--- config.mk ---
export PLATFORM = sky130hd
export DESIGN_NAME = conv_layer_ctrl_flat
export DESIGN_NICKNAME = d
export VERILOG_FILES = /design/src/rtl/conv_pkg.sv /design/src/rtl/conv_layer_ctrl_if.sv /design/src/rtl/frame_pos_counter.sv /design/src/rtl/conv_layer_ctrl.sv /design/src/flat_wrapper.sv
export SDC_FILE = /design/constraint.sdc
export NUM_CORES = 1
export LEC_CHECK = 0
export ABC_AREA = 1
export CAP_MARGIN = 15
export CORE_ASPECT_RATIO = 0.7
export CORE_MARGIN = 8
export CORE_UTILIZATION = 50
export CTS_BUF_LIST = sky130_fd_sc_hd__clkbuf_16
export CTS_CLUSTER_SIZE = 8
export DETAILED_ROUTE_END_ITERATION = 7
export PLACE_DENSITY_LB_ADDON = 0.25
export SYNTH_ARGS = -nofsm -noshare
export SYNTH_HDL_FRONTEND = slang
export SYNTH_SLANG_ARGS = --single-unit
--- constraint.sdc ---
create_clock -name clk -period 5.6 [get_ports clk]
set_clock_uncertainty 0.2 [all_clocks]
set_input_delay 1.68 -clock clk [delete_from_list [all_inputs] [get_ports clk]]
set_output_delay 1.68 -clock clk [all_outputs]
set_load 0.005 [all_outputs]
--- src/rtl/conv_pkg.sv ---
// Shared geometry and state encoding for the layer-1 convolution frame sequencer.
package conv_pkg;
  localparam int unsigned IMG_W   = 28;
  localparam int unsigned IMG_H   = 28;
  localparam int unsigned K       = 5;
  localparam int unsigned OUT_W   = IMG_W - K + 1;
  localparam int unsigned OUT_H   = IMG_H - K + 1;
  localparam int unsigned OUT_PIX = OUT_W * OUT_H;

  typedef enum logic [1:0] {
    ST_IDLE  = 2'd0,
    ST_LOAD  = 2'd1,
    ST_DRAIN = 2'd2
  } state_t;
endpackage

--- src/rtl/conv_layer_ctrl_if.sv ---
// Nios pixel stream: valid/ready handshake carrying one 8-bit pixel per accept.
interface conv_layer_ctrl_if;
  logic       s_valid;
  logic [7:0] s_pixel;
  logic       s_ready;

  modport master (output s_valid, output s_pixel, input s_ready);
  modport slave  (input s_valid, input s_pixel, output s_ready);
endinterface

--- src/rtl/frame_pos_counter.sv ---
// Raster row/column position within a W x H frame, wrapping to (0,0) after the last pixel.
module frame_pos_counter #(
  parameter int unsigned W  = 28,
  parameter int unsigned H  = 28,
  parameter int unsigned CW = 5
) (
  input  logic          clk,
  input  logic          rst,
  input  logic          clr,
  input  logic          adv,
  output logic [CW-1:0] row,
  output logic [CW-1:0] col,
  output logic          last
);
  assign last = (row == CW'(H - 1)) && (col == CW'(W - 1));

  always_ff @(posedge clk or posedge rst) begin
    if (rst) begin
      row <= '0;
      col <= '0;
    end else if (clr) begin
      row <= '0;
      col <= '0;
    end else if (adv) begin
      if (col == CW'(W - 1)) begin
        col <= '0;
        row <= last ? '0 : row + CW'(1);
      end else begin
        col <= col + CW'(1);
      end
    end
  end
endmodule

--- src/rtl/conv_layer_ctrl.sv ---
// Frame sequencer: accepts a pixel frame, tags complete 5x5 windows for the PE,
// counts PE results and signals frame completion.
module conv_layer_ctrl #(
  parameter int unsigned IMG_W = conv_pkg::IMG_W,
  parameter int unsigned IMG_H = conv_pkg::IMG_H,
  parameter int unsigned K     = conv_pkg::K,
  parameter int unsigned CW    = 5,
  parameter int unsigned RCW   = 10
) (
  input  logic            clk,
  input  logic            rst,
  input  logic            start,
  conv_layer_ctrl_if.slave pix,
  output logic            win_shift,
  output logic [7:0]      win_pixel,
  output logic            win_valid,
  output logic            win_sop,
  output logic            win_eop,
  output logic [CW-1:0]   out_row,
  output logic [CW-1:0]   out_col,
  input  logic            pe_result_valid,
  output logic            busy,
  output logic            done,
  output logic            err
);
  import conv_pkg::*;

  localparam int unsigned EXP_RES = (IMG_W - K + 1) * (IMG_H - K + 1);

  state_t         state, state_nxt;
  logic           accept, last, frame_clr, win_ok, done_nxt;
  logic           res_inc, err_set;
  logic [CW-1:0]  row, col;
  logic [RCW-1:0] res_cnt, res_nxt;

  assign accept    = pix.s_valid & pix.s_ready;
  assign frame_clr = (state == ST_IDLE) && start;

  frame_pos_counter #(.W(IMG_W), .H(IMG_H), .CW(CW)) u_pos (
    .clk  (clk),
    .rst  (rst),
    .clr  (frame_clr),
    .adv  (accept),
    .row  (row),
    .col  (col),
    .last (last)
  );

  always_ff @(posedge clk or posedge rst) begin
    if (rst) state <= ST_IDLE;
    else     state <= state_nxt;
  end

  // Completion looks at the post-increment count so done follows the final result by one cycle.
  always_comb begin
    state_nxt = state;
    done_nxt  = 1'b0;
    unique case (state)
      ST_IDLE:  if (start) state_nxt = ST_LOAD;
      ST_LOAD:  if (accept && last) state_nxt = ST_DRAIN;
      ST_DRAIN: if (res_nxt == RCW'(EXP_RES)) begin
        state_nxt = ST_IDLE;
        done_nxt  = 1'b1;
      end
      default:  state_nxt = ST_IDLE;
    endcase
  end

  always_comb begin
    pix.s_ready = (state == ST_LOAD);
    busy        = (state != ST_IDLE);
  end

  assign res_inc = pe_result_valid && (state != ST_IDLE);
  assign res_nxt = (res_inc && (res_cnt != '1)) ? res_cnt + RCW'(1) : res_cnt;
  assign err_set = (pe_result_valid && (state == ST_IDLE)) ||
                   (res_inc && (res_nxt > RCW'(EXP_RES)));

  always_ff @(posedge clk or posedge rst) begin
    if (rst) begin
      res_cnt <= '0;
      done    <= 1'b0;
      err     <= 1'b0;
    end else begin
      res_cnt <= frame_clr ? '0 : res_nxt;
      done    <= done_nxt;
      err     <= (err & ~frame_clr) | err_set;
    end
  end

  assign win_ok = accept && (row >= CW'(K - 1)) && (col >= CW'(K - 1));

  always_ff @(posedge clk or posedge rst) begin
    if (rst) begin
      win_shift <= 1'b0;
      win_pixel <= '0;
      win_valid <= 1'b0;
      win_sop   <= 1'b0;
      win_eop   <= 1'b0;
      out_row   <= '0;
      out_col   <= '0;
    end else begin
      win_shift <= accept;
      win_pixel <= accept ? pix.s_pixel : '0;
      win_valid <= win_ok;
      win_sop   <= win_ok && (row == CW'(K - 1)) && (col == CW'(K - 1));
      win_eop   <= win_ok && last;
      out_row   <= win_ok ? row - CW'(K - 1) : '0;
      out_col   <= win_ok ? col - CW'(K - 1) : '0;
    end
  end
endmodule

--- src/flat_wrapper.sv ---
// flat-port wrapper written by rule: the top's interface ports become plain ports
module conv_layer_ctrl_flat import conv_pkg::*;
#(
  parameter int unsigned IMG_W = conv_pkg::IMG_W,
  parameter int unsigned IMG_H = conv_pkg::IMG_H,
  parameter int unsigned K     = conv_pkg::K,
  parameter int unsigned CW    = 5,
  parameter int unsigned RCW   = 10
)
  (clk, rst, start, win_shift, win_pixel, win_valid, win_sop, win_eop, out_row, out_col, pe_result_valid, busy, done, err, pix_s_valid, pix_s_pixel, pix_s_ready);
  conv_layer_ctrl_if pix_i ();
  input  logic clk;
  input  logic rst;
  input  logic start;
  output logic win_shift;
  output logic [7:0] win_pixel;
  output logic win_valid;
  output logic win_sop;
  output logic win_eop;
  output logic [CW-1:0] out_row;
  output logic [CW-1:0] out_col;
  input  logic pe_result_valid;
  output logic busy;
  output logic done;
  output logic err;
  input wire logic [$bits(pix_i.s_valid)-1:0] pix_s_valid;
  input wire logic [$bits(pix_i.s_pixel)-1:0] pix_s_pixel;
  output wire logic [$bits(pix_i.s_ready)-1:0] pix_s_ready;
  assign pix_i.s_valid = pix_s_valid;
  assign pix_i.s_pixel = pix_s_pixel;
  assign pix_s_ready = pix_i.s_ready;
  conv_layer_ctrl #(.IMG_W(IMG_W), .IMG_H(IMG_H), .K(K), .CW(CW), .RCW(RCW)) u_core (.clk(clk), .rst(rst), .start(start), .pix(pix_i), .win_shift(win_shift), .win_pixel(win_pixel), .win_valid(win_valid), .win_sop(win_sop), .win_eop(win_eop), .out_row(out_row), .out_col(out_col), .pe_result_valid(pe_result_valid), .busy(busy), .done(done), .err(err));
endmodule
**After elaboration in Yosys (flattened, before gate mapping)**

Cells that the tools add are included.
W data, S select, Z words.

- Register bits after elaboration: 46
- Bits in latches: 0
- Memory bits (writable): 0
- Bits in read-only memories: 0
- Output and inout port bits: 26
- Logic and storage cells: 73
- Memories: 0

- $add $sub $neg: 5
- Multipliers: 0
- Divide/modulo/power cells: 0
- $lt $le $gt $ge: 3
- Eq/ne operators: 11
- Shift operators: 0
- Muxes and demuxes: 18
- Bitwise gates (word level): 4
- Reductions and logical operators: 19

Operator list:

| cell | count |
|---|---|
| $mux W5 | 9 |
| $mux W10 | 2 |
| $logic_and A1 B1 Y1 | 12 |
| $add A10 B1 Y10 const B | 1 |
| $add A5 B1 Y5 const B | 2 |
| $eq A10 B10 Y1 const B | 1 |
| $eq A5 B3 Y1 const B | 2 |
| $eq A5 B5 Y1 const B | 2 |
| $ge A5 B3 Y1 const B | 2 |
| $gt A10 B10 Y1 const B | 1 |
| $ne A10 B10 Y1 const B | 1 |
| $sub A5 B3 Y5 const B | 2 |
| $mux W8 | 1 |
| $mux W2 | 3 |
| $pmux W2 S3 | 1 |
| $reduce_bool A2 Y1 | 3 |
| $ne A2 B2 Y1 const B | 2 |
| $reduce_and A3 Y1 | 1 |
| $and A1 B1 Y1 | 2 |
| $eq A2 B1 Y1 const B | 1 |
| $eq A2 B2 Y1 const B | 1 |
| $logic_not A2 Y1 | 1 |
| $mux W1 | 2 |
| $ne A2 B1 Y1 const B | 1 |
| other kinds (4) | 4 |

**Logic depth before layout (Yosys ltp)**

Gate-level depths: netlist of the first run.

- Depth after elaboration: 8
- Depth in mapped cells: 13

**Hierarchy**

Synthesis of the first run repeated with hierarchy kept, for this count alone.

- Cells, all modules: 286
- Area, all modules: 2362.3 sq um

Modules (own cells, without submodules):

| module | instances | cells an instance | area an instance (sq um) | seq. area each (sq um) |
|---|---|---|---|---|
| conv_layer_ctrl | 1 | 218 | 1788.0 | 900.9 |
| frame_pos_counter | 1 | 68 | 574.3 | 250.2 |

**Worst setup path after synthesis of the first run**

No wires, ideal clock.

- Path kind: input to register
- Start: input pe_result_valid
- End: register u_core.err
- Arrival time: 2.596 ns
- Required time: 5.276 ns
- Setup slack: 2.679 ns
- Stages: 9
- Path through: inv_1 nor2_1 nand2_2 o21ai_1 nand2_1 nor2_1 nand3_2 nand3_1 nand3_1

- Longest elaborated chain between the ends: 7
- Elaborated cells between the ends (all ways): 8
- Those cells by class: order compare: 1; mux: 1; bitwise: 1; reduce/logical: 5

Ends and longest elaborated chain:

| what | RTL line | source |
|---|---|---|
| start: declaration | flat_wrapper.sv:22 | `input logic pe_result_valid;` |
| $logic_and A1 B1 Y1 | conv_layer_ctrl.sv:74 | `assign res_inc = pe_result_valid && (state != ST_IDLE);` |
| $logic_and A1 B1 Y1 | conv_layer_ctrl.sv:75 | `assign res_nxt = (res_inc && (res_cnt != '1)) ? res_cnt + RCW'(1) : res_cnt;` |
| $mux W10 | conv_layer_ctrl.sv:75 |  |
| $gt A10 B10 Y1 | conv_layer_ctrl.sv:77 | `(res_inc && (res_nxt > RCW'(EXP_RES)));` |
| $logic_and A1 B1 Y1 | conv_layer_ctrl.sv:77 |  |
| $logic_or A1 B1 Y1 * | conv_layer_ctrl.sv:76 | `assign err_set = (pe_result_valid && (state == ST_IDLE)) \|\|` |
| $or A1 B1 Y1 * | conv_layer_ctrl.sv:87 | `err <= (err & ~frame_clr) \| err_set;` |
| end signal: assignment | conv_layer_ctrl.sv:87 |  |
| end: declaration | conv_layer_ctrl.sv:24 | `output logic err` |

Mark *: on every way between the ends. The rest lies on a longest branch, timed or not.
A chain may end at the register's enable or synchronous reset.

**Final worst setup path of the first run**

- Start: register u_core.state[0]
- End: output pix_s_ready

- Longest elaborated chain between the ends: 1

Ends and longest elaborated chain:

| what | RTL line | source |
|---|---|---|
| start: declaration | conv_layer_ctrl.sv:30 | `state_t state, state_nxt;` |
| start signal: assignment | conv_layer_ctrl.sv:51 | `else state <= state_nxt;` |
| $eq A2 B1 Y1 | conv_layer_ctrl.sv:70 | `pix.s_ready = (state == ST_LOAD);` |
| end: declaration | flat_wrapper.sv:28 | `output wire logic [$bits(pix_i.s_ready)-1:0] pix_s_ready;` |

Every way passes these cells.

==> flow_metrics.tcl, run 1 <==
set metrics [dict create \
    multi_input_area_sq_um 954.7 \
    netlist.area_leader.share 0.4965 \
    cts_tree "done" \
    core_area_sq_um 4404 \
    drive_gt1_frac 0.07210 \
    status "completed" \
    postCtsHoldBufs 0 \
    fp.dieW_um 97.39 \
    synth_edf_count 0 \
    die_y_um 72.97 \
    fmax_mhz 292.1 \
    synthesis.area_sq_um 2318 \
    final-seq-area_sq_um 1151 \
    dr.pass1.iters 4 \
    slew_headroom 0.6256 \
    netlist.top_cell.by_area "dfrtp_1" \
    cts.path.max_buffers 2 \
    synth_area_leaders "dfrtp_1, nand2_1, inv_1, ha_1, nor2_1" \
    synth_commonest_cells "nand2_1, inv_1, dfrtp_1" \
    worst-setup-path-type "reg2out" \
    ioPinCount 39 \
    track_usage 0.1526 \
    drc 0 \
    syn_nets 302 \
    power.density_nw_per_um2 402.9 \
    startpoint_type "flip-flop" \
    synth-seq-cells 46 \
    path_clk_slew_ns 0.06 \
    setup_viol 0 \
    synth_flop_cell "dfrtp_1" \
    syn_inst 276 \
    antenna_found_initial 0 \
    drt_wl_total_um 4955 \
    synth.distinct_cells 30 \
    finalHoldViolCount 0 \
    gp_congestion 0.8668 \
    postCtsSetupBuffers 0 \
    num_vias 1847 \
    num_rows 20 \
    fin_setup_tns_ns 0 \
    seq_area_frac_synth 0.4965 \
    synthToLayoutAreaGrowth_pct 25.90 \
    diodes 0 \
    die_area_sq_um 7107 \
    cts_made_buffers 5 \
    start_util 0.5264 \
    grt_max_degree 47 \
    crit_path_end_kind "primary output" \
    cts_resized 0 \
    rsz0062_at_grt "false" \
    finalCriticalPeriod_ns 3.423 \
    fillers 379 \
    htreeDepth 2 \
    slew_viol_final 0 \
    grt_overflow 0 \
    critPathRequiredTime_ns 3.72 \
    grt_pass1_wl_um 8769 \
    avgSynthCellArea_sq_um 8.400 \
    routedWlPerCell_um 13.25 \
    first_iter_violations 100 \
    vdd_drop_max_v 0.0002407 \
    reg2regPathDepth 12 \
    dp_hpwl_um 3687 \
    cts_root_buffer "clkbuf_16" \
    insertion_delay_ns 0.28 \
    dp_slack_ns 1.981 \
    final.setup.worst_slack_ns 2.177 \
    yosysWarnings 0 \
    hp-class "reg2reg" \
    power.leakage_uw 0.001478 \
    whs_path_depth 1 \
    synth.most_common_cell "nand2_1" \
    worstPathArrival_ns 1.54 \
    cap_violations 0 \
    cts.sinks 46 \
    period_share 0.6112 \
    tightest_slew_ns 0.5615 \
    portBuffers 38 \
    ant_nets 0 \
    avgViaCountPerCell 4.939 \
    grt_pass1_vias 1813 \
    ys_async_sr_fraction 1.000 \
    path_max_fanout 3 \
    layout.nets 344 \
]
[through the flow]
step | total power (uW) | area [sq um] | hold slack (ns) | std cells | util
after floorplan | 703.2 | 2318 | 0.2402 | 276 | -
after global placement | 835.6 | 2750 | 0.2573 | 366 | 0.6244
after detailed placement | 844.2 | 2750 | 0.2525 | 366 | 0.6244
after CTS | 1186 | 2919 | 0.2610 | 374 | 0.6628
after global routing | 1269 | 2919 | 0.2898 | 374 | 0.6628
final | 1176 | 2919 | 0.2587 | 374 | 0.6628
[flip-flops by register name, indices dropped and copies added (netlist names)]
register and flops:
u_core.res_cnt 10, u_core.win_pixel 8, u_core.out_col 5, u_core.out_row 5
u_core.u_pos.col 5, u_core.u_pos.row 5, u_core.state 2, u_core.done 1
u_core.err 1, u_core.win_eop 1, u_core.win_shift 1, u_core.win_sop 1
u_core.win_valid 1
[critical path, cell delays in order, from the launching register on]
cell and delay (ns):
dfrtp_1 0.37, inv_1 0.08, nor2_1 0.24, clkdlybuf4s50_1 0.56
[cell usage in the layout, fill, tap and decap left out, types with 3 or more instances in the layout]
cell type         n
nand2_1          52
inv_1            48
dfrtp_1          46
nor2_1           42
clkdlybuf4s50_1  38
nand3_1          27
ha_1             13
nand4_1           6
o21ai_0           5
clkbuf_16         5
o22ai_1           3
a21oi_1           3
nand2_2           3
[metal layers]
layer  track usage  vias to the layer above  routed length [um]
met1        0.2038                      823                2505
met4       0.05518                        0                  61
li1              -                      947                   -
met2        0.2238                       68                2019
met5             0                        -                   0
met3       0.05203                        9                 369
[cells by family (layout without fill, tap and decap cells)]
group                      after synthesis  in the layout  share of synthesized area
buffers and inverters                   54             97                    0.09174
and+or+nand+nor                        145            145                     0.2925
adders and majority gates               13             13                    0.07016
xor gates and xnor gates                 4              4                    0.01511
DFF                                     46             46                     0.4965
AOI/OAI and AO/OA                       14             14                    0.03400
[layout make-up]
cell class / instances / area share
flip-flops and latches: 46 / 0.3943
well taps: 55 / 0.02357
clock buffers: 5 / 0.04286
clock inverters: 3 / 0.01500
inverters: 50 / 0.06429
multi-input cells: 176 / 0.3270
repair buffers: 39 / 0.1329
[report_power, final]
part / switching, uW / leakage, uW / internal, uW
combinational: 201 / 0.000794 / 161
sequential: 69.4 / 0.000600 / 412
clock: 121 / 0.0000842 / 211
[final timing paths]
kind / from / endpoint / slack [ns]
hold reg to reg: u_core.state[0] / u_core.done / 0.26
min in group asynchronous: rst / u_core.err / 1.64
max in group asynchronous: rst / u_core.out_row[1] / 3.17
hold / removal: u_core.state[0] / u_core.done / 0.26
setup / recovery: u_core.state[0] / pix_s_ready / 2.18
setup reg to reg: u_core.res_cnt[0] / u_core.err / 3.35
(Power assumes the default switching activity.)
==> inputs of run 2 (changes only) <==
==> constraint.sdc (replaced) <==
create_clock -name clk -period 3.4 [get_ports clk]
set_clock_uncertainty 0.2 [all_clocks]
set_input_delay 1.02 -clock clk [delete_from_list [all_inputs] [get_ports clk]]
set_output_delay 1.02 -clock clk [all_outputs]
set_load 0.005 [all_outputs]
==> run 2 against run 1 <==
  * Clock power up 41%
  * Sequential power up 64%
  * Critical endpoint unchanged
  * Global-route usage down 0.26 points
  * Combinational power up 65%
  * Worst setup slack worse by 1.6 ns
  * Highest routed layer unchanged
==> flow_metrics.tcl, run 2 (synthesis gave the netlist of run 1 again) <==
set metrics [dict create \
    finalHoldViolCount 0 \
    final_cell_mix "nand2_1, inv_1, dfrtp_1" \
    antenna_found_initial 0 \
    grt_pass1_wl_um 8694 \
    fin_setup_tns_ns 0 \
    postCtsSetupBuffers 0 \
    portBuffers 38 \
    dp_slack_ns 0.4484 \
    path_clk_slew_ns 0.06 \
    drt_wl_total_um 4991 \
    top_register "u_core.res_cnt" \
    cap_violations 0 \
    worstPathArrival_ns 1.59 \
    reg.largest.list "u_core.res_cnt (10), u_core.win_pixel (8)" \
    met1_usage 0.1966 \
    synthToLayoutAreaGrowth_pct 25.31 \
    setup_viol 0 \
    largest_register_ffs 10 \
    layout.nets 344 \
    period_share 0.8261 \
    routedWlPerCell_um 13.34 \
    postCtsHoldBufs 0 \
    core_area_sq_um 4404 \
    mostFrequentLayoutCell "nand2_1" \
    die_y_um 72.97 \
    avgViaCountPerCell 5.027 \
    rr_startpoint "u_core.res_cnt[0]" \
    reg2regPathDepth 12 \
    critPathRequiredTime_ns 2.18 \
    drive_gt1_frac 0.06897 \
    power.leakage_uw 0.001474 \
    dr.pass1.iters 4 \
    switching_share 0.3441 \
    final.setup.worst_slack_ns 0.5913 \
    tightest_slew_ns 0.5206 \
    insertion_delay_ns 0.28 \
    cts.path.max_buffers 2 \
    use_met3 0.06433 \
    min_from "u_core.state[0]" \
    worstReg2RegEnd "u_core.err" \
    num_vias 1880 \
    cts.sinks 46 \
    grt_overflow 0 \
    path_max_fanout 3 \
    dp_hpwl_um 3738 \
    startpoint_type "flip-flop" \
    cts_resized 0 \
    ioPinCount 39 \
    reg2reg_setup_slack_ns 1.14 \
    grt_busiest_layer "met2" \
    grt_pass1_vias 1861 \
    num_rows 20 \
    start_util 0.5264 \
    fp.dieW_um 97.39 \
    grt_util_met2 0.2059 \
    p_int_uw 1216 \
    track_usage 0.1501 \
    worst-setup-path-type "reg2out" \
    rsz0062_at_grt "false" \
    grt_max_degree 47 \
    crit_path_end_kind "primary output" \
    hp-class "reg2reg" \
    power.density_nw_per_um2 638.3 \
    die_area_sq_um 7107 \
    cts_root_buffer "clkbuf_16" \
    fmax_mhz 356.0 \
    cts_made_buffers 5 \
    vdd_drop_max_v 0.0005193 \
    gp_congestion 0.8306 \
    power_frac_seq 0.425 \
    cts_tree "done" \
    final_util 0.6597 \
    diodes 0 \
    whs_path_depth 1 \
    switchingPower_uw 638.0 \
    combPwrFrac 0.323 \
    slew_viol_final 0 \
    drc 0 \
    first_iter_violations 87 \
    hold_end "u_core.done" \
    htreeDepth 2 \
    finalCriticalPeriod_ns 2.809 \
    status "completed" \
    slew_headroom 0.6497 \
    ant_nets 0 \
    clockPowerShare 0.252 \
]
[run 2: how the worst max path moves through the flow]
stage,end,cells past startpoint,from,slack [ns]
CTS,pix_s_ready,3,u_core.state[0],0.57
global route,pix_s_ready,3,u_core.state[0],0.48
global placement,u_core.err,10,pe_result_valid,0.50
floorplan,u_core.done,1,rst,1.09
finish,pix_s_ready,3,u_core.state[0],0.59
detailed placement,u_core.err,10,pe_result_valid,0.45
[run 2: final cells by class]
| cell class | count | area [sq um] |
|---|---|---|
| well taps | 55 | 68.82 |
| flip-flops and latches | 46 | 1151 |
| clock inverters | 3 | 17.52 |
| inverters | 50 | 187.7 |
| clock buffers | 5 | 125.1 |
| multi-input cells | 176 | 954.7 |
| fillers | 371 | 1499 |
| repair buffers | 39 | 400.4 |
[run 2: per-stage QoR]
step | total power (uW) | cells | hold WS [ns] | area, sq um
after global routing | 1996 | 374 | 0.2983 | 2905
final | 1854 | 374 | 0.2716 | 2905
after floorplan | 1158 | 276 | 0.2402 | 2318
after global placement | 1380 | 366 | 0.2612 | 2763
after CTS | 1869 | 374 | 0.2755 | 2905
after detailed placement | 1395 | 366 | 0.2676 | 2763
[run 2: metal layers]
metal	part of all wire	wire (um)	vias up
met5	0	0	-
met4	0.027	133	0
met3	0.082	410	13
met2	0.38	1920	61
met1	0.51	2527	858
li1	-	-	948
[run 2: power by group through the flow]
stage / clock network [uW] / registers [uW] / logic [uW]
finish: 467 / 789 / 599
global route: 498 / 807 / 691
CTS: 478 / 787 / 604
detailed placement: 0 / 796 / 599
global placement: 0 / 795 / 585
floorplan: 0 / 780 / 378
[run 2: critical path: stages, from the launching register on]
cell	delay [ns]
dfrtp_1	0.38
inv_1	0.08
nor2_1	0.27
clkdlybuf4s50_1	0.57
==> inputs of run 3 (changes only) <==
--- a/config.mk
+++ b/config.mk
@@ -9,7 +9,7 @@
 export CAP_MARGIN = 15
 export CORE_ASPECT_RATIO = 0.7
 export CORE_MARGIN = 8
-export CORE_UTILIZATION = 50
+export CORE_UTILIZATION = 48
 export CTS_BUF_LIST = sky130_fd_sc_hd__clkbuf_16
 export CTS_CLUSTER_SIZE = 8
 export DETAILED_ROUTE_END_ITERATION = 7
==> constraint.sdc (replaced) <==
create_clock -name clk -period 2.3 [get_ports clk]
set_clock_uncertainty 0.2 [all_clocks]
set_input_delay 0.69 -clock clk [delete_from_list [all_inputs] [get_ports clk]]
set_output_delay 0.69 -clock clk [all_outputs]
set_load 0.005 [all_outputs]
==> run 3 against run 2 <==
  * Design area grew 5.2%
  * Core utilization shrank 0.98 points
  * Worst setup slack lost 0.44 ns
  * Clock power grew 40%
  * Cell count grew 5.3%
==> flow_metrics.tcl, run 3 (synthesis gave the netlist of run 1 again) <==
set metrics [dict create \
    status "completed" \
    dp_hpwl_um 3623 \
    finalCriticalPeriod_ns 2.151 \
    grt_pass1_wl_um 8514 \
    power.density_nw_per_um2 908.7 \
    worstPathCellList "ha_2 -> inv_1 -> nor2_2 -> nand3_4 -> nand2_2 -> nand2_1 -> nand2_1 -> nand2_1 -> nor2_2 -> nand3_2 -> nand3_1 -> nand3_1" \
    p_total_uw 2778 \
    track_usage 0.1434 \
    cts_tree "done" \
    die_y_um 74.15 \
    top_register "u_core.res_cnt" \
    max_stage_delay_ns 0.40 \
    routedWlPerCell_um 12.54 \
    worstPathArrival_ns 2.11 \
    num_vias 1928 \
    fin_area_sq_um 3057 \
    cts.path.max_buffers 2 \
    final-seq-area_sq_um 1151 \
    critPathRequiredTime_ns 2.26 \
    synthToLayoutAreaGrowth_pct 31.84 \
    core_area_sq_um 4703 \
    ant_nets 0 \
    slew_viol_final 0 \
    fp.dieW_um 99.07 \
    hp-class "reg2reg" \
    tightest_slew_ns 0.3309 \
    worst_path_most_repeated_cell "nand2_1" \
    layout.nets 364 \
    dr.pass1.iters 4 \
    power.leakage_uw 0.001565 \
    htreeDepth 2 \
    vdd_drop_max_v 0.0004766 \
    period_share 0.9351 \
    finalHoldViolCount 0 \
    path_clk_slew_ns 0.06 \
    start_util 0.4930 \
    cts.sinks 46 \
    fmax_mhz 465.0 \
    avgViaCountPerCell 4.893 \
    final_util 0.6499 \
    mostFrequentLayoutCell "nand2_1" \
    worst-setup-path-type "reg2reg" \
    hold_slack_ns 0.2849 \
    grt_max_degree 47 \
    drive_gt1_frac 0.1365 \
    die_area_sq_um 7345 \
    reg2regPathDepth 12 \
    final_cell_mix "nand2_1, inv_1, dfrtp_1" \
    largest_register_ffs 10 \
    setup_viol 0 \
    path_depth 12 \
    drc 0 \
    whs_path_depth 1 \
    cts_root_buffer "clkbuf_16" \
    crit_path_end_kind "flip-flop" \
    ioPinCount 39 \
    reg.largest.list "u_core.res_cnt (10), u_core.win_pixel (8)" \
    crit_buf_inv 1 \
    cp_top_family "simple AND/OR/NAND/NOR gates" \
    dpl-instance-area_sq_um 2900 \
    cap_violations 0 \
    cts_made_buffers 5 \
    gp_congestion 0.8661 \
    rsz0062_at_grt "false" \
    num_rows 21 \
    fin_setup_tns_ns 0 \
    antenna_found_initial 0 \
    grt_overflow 0 \
    first_iter_violations 127 \
    insertion_delay_ns 0.28 \
    critPathSlowestCell "dfrtp_1" \
    multi_input_area_sq_um 967.2 \
    drt_wl_total_um 4939 \
    portBuffers 38 \
    postCtsHoldBufs 0 \
    path_max_fanout 12 \
    fillers 372 \
    startpoint_type "flip-flop" \
    grt_pass1_vias 1854 \
    diodes 0 \
    slew_headroom 0.7774 \
]
==> run 3: changes by cell type in the layout (fill, tap and decap cells not counted), sizes merged <==
cell	delta
buf	+20
dlymetal6s2s	+1
clkdlybuf4s50	-3
clkinv	-2
dlygate4sd2	+2
==> run 3: path summary, 6_finish.rpt <==
path                                    from           endpoint  slack [ns]
min                          u_core.state[0]        u_core.done        0.28
min in group asynchronous                rst  u_core.out_row[1]        0.57
max in group asynchronous                rst        u_core.done        1.12
max                        u_core.res_cnt[0]         u_core.err        0.15
min reg2reg                  u_core.state[0]        u_core.done        0.28
max reg2reg                u_core.res_cnt[0]         u_core.err        0.15
==> run 3: stage by stage <==
stage	setup slack [ns]	cells
global route	0.007246	394
global placement	-0.2084	386
finish	0.1493	394
detailed placement	-0.2743	386
floorplan	0.3222	276
CTS	0.02374	392
==> run 3: timing repair <==
action	in CTS	in global routing
pin swaps	0	1
endpoints found under the setup margin	1	3
buffers inserted	0	2
resized for setup	3	5
==> run 3: routing by layer <==
metal  vias up  wire length, um  track usage  share of wire
li1        981                -            -              -
met1       874             2350       0.1862           0.48
met2        67             2064       0.2157           0.42
met3         6              475      0.06168          0.096
met4         0               48      0.03506         0.0097
met5         -                0            0              0
==> run 3: layout make-up <==
cell class	count	share of cell area
Tap cell	57	0.02333
Clock inverter	1	0.001228
Timing Repair Buffer	59	0.1801
Multi-Input combinational cell	176	0.3164
Sequential cell	46	0.3766
Clock buffer	5	0.04093
Inverter	50	0.06140
==> run 3: power by group <==
| part | internal, uW | switching, uW |
|---|---|---|
| sequential | 1000 | 163 |
| combinational | 461 | 498 |
| clock | 386 | 267 |
| total | 1850 | 928 |
